===== config.mk =====
export PLATFORM = sky130hd
export DESIGN_NAME = tinyqv_nibble_sequencer
export DESIGN_NICKNAME = d
export VERILOG_FILES = /design/src/rtl/tinyqv_seq_pkg.sv /design/src/rtl/tinyqv_seq_perf.sv /design/src/rtl/tinyqv_nibble_sequencer.sv
export SDC_FILE = /design/constraint.sdc
export NUM_CORES = 1
export LEC_CHECK = 0
export CAP_MARGIN = 40
export CORE_AREA = 8 8 69 71
export DETAILED_ROUTE_END_ITERATION = 6
export DIE_AREA = 0 0 77 79
export PLACE_DENSITY = 0.78
export RECOVER_POWER = 50
export SLEW_MARGIN = 10
export SYNTH_ARGS = -nofsm -noshare
export SYNTH_HDL_FRONTEND = slang
export SYNTH_HIERARCHICAL = 1
export SYNTH_SLANG_ARGS = --single-unit

===== constraint.sdc =====
create_clock -name clk -period 2.4 [get_ports clk]
set_clock_uncertainty 0.1 [all_clocks]
set_input_delay 0.48 -clock clk [delete_from_list [all_inputs] [get_ports clk]]
set_output_delay 0.48 -clock clk [all_outputs]
set_load 0.05 [all_outputs]

===== src/rtl/tinyqv_seq_pkg.sv =====
// rtl/tinyqv_seq_pkg.sv - shared state encoding and widths for the tinyQV nibble sequencer
package tinyqv_seq_pkg;

    typedef enum logic [1:0] {
        ST_IDLE     = 2'd0,
        ST_EXEC     = 2'd1,
        ST_MEM_WAIT = 2'd2,
        ST_LOAD_WB  = 2'd3
    } seq_state_e;

    localparam int NIBBLE_BITS = 3;
    localparam int PC_STEP_W   = 3;

    // Halfword length to byte step.
    function automatic logic [PC_STEP_W-1:0] pc_step(input logic [1:0] len);
        return {len, 1'b0};
    endfunction

endpackage


===== src/rtl/tinyqv_seq_perf.sv =====
// rtl/tinyqv_seq_perf.sv - cycle/instret counters, compiled only with TINYQV_SEQ_PERF_EN
`ifdef TINYQV_SEQ_PERF_EN
module tinyqv_seq_perf (
    input  logic        clk,
    input  logic        rst,
    input  logic        retire_i,
    output logic [31:0] cycle_count_o,
    output logic [31:0] instret_count_o
);

    logic [31:0] cycle_q;
    logic [31:0] instret_q;

    always_ff @(posedge clk) begin
        if (rst) begin
            cycle_q   <= '0;
            instret_q <= '0;
        end else begin
            cycle_q <= cycle_q + 32'd1;
            if (retire_i) begin
                instret_q <= instret_q + 32'd1;
            end
        end
    end

    assign cycle_count_o   = cycle_q;
    assign instret_count_o = instret_q;

endmodule
`endif


===== src/rtl/tinyqv_nibble_sequencer.sv =====
// rtl/tinyqv_nibble_sequencer.sv - nibble sequencer for tinyQV; perf counters under TINYQV_SEQ_PERF_EN
module tinyqv_nibble_sequencer
    import tinyqv_seq_pkg::*;
#(
    parameter int NIBBLES       = 8,
    parameter int MAX_EXTRA_OPS = 7
) (
    input  logic                   clk,
    input  logic                   rst,
    input  logic                   instr_valid,
    input  logic                   is_load,
    input  logic                   is_store,
    input  logic [2:0]             additional_mem_ops,
    input  logic [1:0]             instr_len,
    input  logic                   load_data_ready,
    input  logic                   store_ack,
    output logic [NIBBLE_BITS-1:0] counter,
    output logic                   exec_active,
    output logic                   wb_active,
    output logic                   instr_accept,
    output logic                   mem_req,
    output logic                   mem_is_store,
    output logic                   mem_op_increment,
    output logic                   instr_complete,
    output logic [PC_STEP_W-1:0]   pc_advance,
    output logic [31:0]            cycle_count,
    output logic [31:0]            instret_count
);

    localparam logic [NIBBLE_BITS-1:0] LAST_NIBBLE = NIBBLE_BITS'(NIBBLES - 1);
    localparam logic [2:0]             MAX_OPS     = 3'(MAX_EXTRA_OPS);

    seq_state_e             state_q, state_d;
    logic [NIBBLE_BITS-1:0] counter_q, counter_d;
    logic                   is_load_q, is_load_d;
    logic                   is_store_q, is_store_d;
    logic [2:0]             ops_left_q, ops_left_d;
    logic [1:0]             instr_len_q, instr_len_d;

    logic accept_c, complete_c, increment_c, op_done_c, finish_c, last_nibble;

    assign last_nibble = (counter_q == LAST_NIBBLE);

    always_comb begin
        state_d     = state_q;
        counter_d   = counter_q;
        is_load_d   = is_load_q;
        is_store_d  = is_store_q;
        ops_left_d  = ops_left_q;
        instr_len_d = instr_len_q;
        accept_c    = 1'b0;
        complete_c  = 1'b0;
        increment_c = 1'b0;
        op_done_c   = 1'b0;
        finish_c    = 1'b0;

        case (state_q)
            ST_IDLE: begin
                counter_d = '0;
                if (instr_valid) begin
                    accept_c = 1'b1;
                    state_d  = ST_EXEC;
                end
            end
            ST_EXEC: begin
                counter_d = counter_q + 1'b1;
                if (last_nibble) begin
                    if (is_load_q || is_store_q) begin
                        state_d   = ST_MEM_WAIT;
                        counter_d = '0;
                    end else begin
                        finish_c = 1'b1;
                    end
                end
            end
            ST_MEM_WAIT: begin
                counter_d = '0;
                if (is_store_q) begin
                    op_done_c = store_ack;
                end else if (load_data_ready) begin
                    state_d = ST_LOAD_WB;
                end
            end
            default: begin
                counter_d = counter_q + 1'b1;
                op_done_c = last_nibble;
            end
        endcase

        // Repeated memory ops re-run EXEC so the core can step the base register.
        if (op_done_c) begin
            if (ops_left_q != 3'd0) begin
                ops_left_d  = ops_left_q - 3'd1;
                increment_c = 1'b1;
                state_d     = ST_EXEC;
                counter_d   = '0;
            end else begin
                finish_c = 1'b1;
            end
        end

        if (finish_c) begin
            complete_c = 1'b1;
            counter_d  = '0;
            if (instr_valid) begin
                accept_c = 1'b1;
                state_d  = ST_EXEC;
            end else begin
                state_d = ST_IDLE;
            end
        end

        if (accept_c) begin
            is_load_d   = is_load;
            is_store_d  = is_store;
            instr_len_d = instr_len;
            ops_left_d  = (additional_mem_ops > MAX_OPS) ? MAX_OPS : additional_mem_ops;
        end
    end

    always_ff @(posedge clk) begin
        if (rst) begin
            state_q     <= ST_IDLE;
            counter_q   <= '0;
            is_load_q   <= 1'b0;
            is_store_q  <= 1'b0;
            ops_left_q  <= '0;
            instr_len_q <= '0;
        end else begin
            state_q     <= state_d;
            counter_q   <= counter_d;
            is_load_q   <= is_load_d;
            is_store_q  <= is_store_d;
            ops_left_q  <= ops_left_d;
            instr_len_q <= instr_len_d;
        end
    end

    // Pulses are masked during reset so an interrupted instruction never retires.
    assign instr_accept     = accept_c & ~rst;
    assign instr_complete   = complete_c & ~rst;
    assign mem_op_increment = increment_c & ~rst;
    assign pc_advance       = instr_complete ? pc_step(instr_len_q) : '0;
    assign counter          = counter_q;
    assign exec_active      = (state_q == ST_EXEC);
    assign wb_active        = (state_q == ST_LOAD_WB);
    assign mem_req          = (state_q == ST_MEM_WAIT);
    assign mem_is_store     = (state_q == ST_MEM_WAIT) && is_store_q;

`ifdef TINYQV_SEQ_PERF_EN
    tinyqv_seq_perf u_perf (
        .clk            (clk),
        .rst            (rst),
        .retire_i       (instr_complete),
        .cycle_count_o  (cycle_count),
        .instret_count_o(instret_count)
    );
`else
    assign cycle_count   = 32'd0;
    assign instret_count = 32'd0;
`endif

endmodule


==> results_dict.tcl <==
set metrics [dict create \
    clk_pin_slew_ns 0.06 \
    slew_violations 0 \
    chipWidth_um 77 \
    crit_path_max_fanout 3 \
    rows 23 \
    tightest_slew_ns 0.612 \
    grtUsageTotal_pct 8.27 \
    slowest_delay_ns 0.35 \
    arrival_ns 1.81 \
    post-dp-hpwl_mm 2.12 \
    antenna_found_initial 0 \
    ys_warn_count 6 \
    end_kind "output port" \
    insertion_delay_ns 0.25 \
    yosys.area.top_type_share_pct 40.7 \
    cts-root-buf "clkbuf_8" \
    drtPass1Iterations 4 \
    async_flop_share_pct 0 \
    gp_congestion 0.810 \
    crit_chain "ha_4, ha_4, and2_4, o21a_4, a21oi_4, nor2_4, and2_4, buf_6" \
    crit_slowest_cell "dfxtp_4" \
    regArea_um2 249 \
    diodes 0 \
    syn_inst 142 \
    grt_pass1_vias 851 \
    min_period_ns 2.39 \
    cts_buffers 3 \
    core_um2 3800 \
    cts_max_level 1 \
    clock_sinks 12 \
    synth_area_um2 1200 \
    pre_cts_slack_ns -0.105 \
    post-place-cells 220 \
    utilization_pct 38.6 \
    dieArea_um2 6080 \
    grt_pass1_wl_mm 4.09 \
    port_buffers 23 \
    multi_input_area_um2 739 \
    avgRoutedWirePerCell_um 11.1 \
    worst_slack_ns 0.0114 \
    die_h_um 79 \
    postRouteAntennaNets 0 \
    vias 835 \
    ys_dominant_reg_cell "dfxtp_1" \
    hold_buffers 0 \
    nFillCells 411 \
    hold_viol 0 \
    grt_max_degree 12 \
    routed_wl_mm 2.56 \
    drtIter0Drc 36 \
    required_ns 1.82 \
    grt-ovfl-total 0 \
    ys_ff_latch 12 \
    synth-seq-area-share_pct 20.0 \
    setup_viol 0 \
    syn_avg_cell_area_um2 8.45 \
    finalCritPeriodShare_pct 99.5 \
    drive_gt1_share_pct 23.2 \
    status "finished, final reports clean" \
    start_util_pct 31.6 \
    ir_worst_vdd_mv 0.290 \
    cap_violations 0 \
    p_per_area_nw_per_um2 503 \
    synth_cell_types 31 \
    remaining_drc_errors 0 \
    rsz0062_at_grt "yes" \
    holdWs_ns 0.402 \
    synth_top_cell_by_area "buf_4" \
    io_pins 89 \
    worst_setup_path_start_kind "flop" \
    max_freq_ghz 0.419 \
    finalNetCount 198 \
    holdCritPathClass "flop to flop" \
    slew_headroom_pct 59.4 \
    vias_per_cell 3.61 \
    tritoncts "built" \
    clk_path_buf_depth 2 \
    leakage_nw 0.733 \
    ys_top_cells_by_area "buf_4 41%, dfxtp_1 20%, mux2i_1 6.7%" \
    path_class "flop to output port" \
    layout.cells.non_filler 231 \
    synth_edf_count 0 \
    area_delta_synth_final_pct 22.3 \
]
==> worst paths after layout <==
path                            slack (ns)  depth (start not counted)                    from                          end
worst max-delay path                  0.01                          8   counter[0]$_SDFF_PP0_                pc_advance[1]
worst min-delay path                  0.40                          2  is_load_q$_SDFFE_PP0P_       is_load_q$_SDFFE_PP0P_
worst max register to register        0.29                         10   counter[0]$_SDFF_PP0_  instr_len_q[0]$_SDFFE_PP0P_
worst min register to register        0.40                          2  is_load_q$_SDFFE_PP0P_       is_load_q$_SDFFE_PP0P_
==> worst max-delay path: cells and delay by family, from the launching register on <==
kind            cells  cell delay [ns]
fa+ha+maj           2             0.32
flops               1             0.35
simple gates        3             0.38
compound gates      2             0.36
buf+inv             1             0.14
==> where the power goes <==
group	leakage [nW]	internal [mW]	switching [mW]
clock network	0.0231	0.113	0.0806
logic	0.609	0.0518	0.275
registers	0.100	0.209	0.00899
total	0.733	0.374	0.364
==> synth_stat cells, types with 2 or more instances <==
library cell  instances
ha_1                  4
nor2b_1               2
inv_1                 5
mux2i_1               8
buf_4                65
and2_1                5
nand2_1               4
nor2_1               14
dfxtp_1              12
o221ai_1              2
==> metrics by stage <==
step | power, mW | setup TNS (ns) | area (µm²)
final | 0.738 | 0 | 1470
after global routing | 0.781 | -0.215 | 1470
after CTS | 0.744 | -0.0101 | 1460
after detailed placement | 0.541 | -0.246 | 1360
after global placement | 0.539 | -0.212 | 1360
after floorplan | 0.585 | 0 | 1490
==> per-layer routing <==
layer	vias to the layer above	track usage, %	share of wire, %
met5	-	0	0
met4	0	3.40	1.1
met3	4	6.09	13
met2	57	12.2	47
met1	364	8.82	39
li1	410	-	-
==> registers in the layout (all words and copies together), names as in the netlist <==
register / flops
counter: 3
ops_left_q: 3
instr_len_q: 2
state_q: 2
is_load_q: 1
is_store_q: 1
==> timing repair <==
action | in CTS | in global routing
endpoints found under the hold margin | 0 | 0
cloned | 0 | 0
setup endpoints to repair | 4 | 3
pin swaps | 5 | 0
buffers inserted | 4 | 3
resized for setup | 7 | 0
==> area by class of cell <==
class                   instances  area share [%]
inverters                       5            1.28
multi-input cells             122            50.4
clock inverters                 1           0.256
repair buffers                 38            24.0
well taps                      50            4.26
flip-flops and latches         12            17.0
clock buffers                   3            2.81
==> kinds of logic (layout without fill, tap and decap cells) <==
family                     Yosys count  after routing  synth area share [%]
other                                1             65                 0.313
muxes                                8              8                  6.67
buffers and inverters               72             47                  43.5
DFF                                 12             12                  20.0
xor gates and xnor gates             1              1                 0.730
and+or+nand+nor                     33             33                  14.6
adders and majority gates            4              4                  4.17
AOI/OAI and AO/OA                   11             11                  10.0
==> placed cells by master (no fill, tap or decap), drive strengths merged, types with 2 or more instances in the layout <==
master and instances:
conb 65, buf 20, nor2 14, clkdlybuf4s50 12
dfxtp 12, mux2i 8, clkbuf 7, and2 6
inv 5, nand2 4, ha 4, o221ai 2
nor2b 2, a211oi 2
Power figures use the tool's default switching activity.
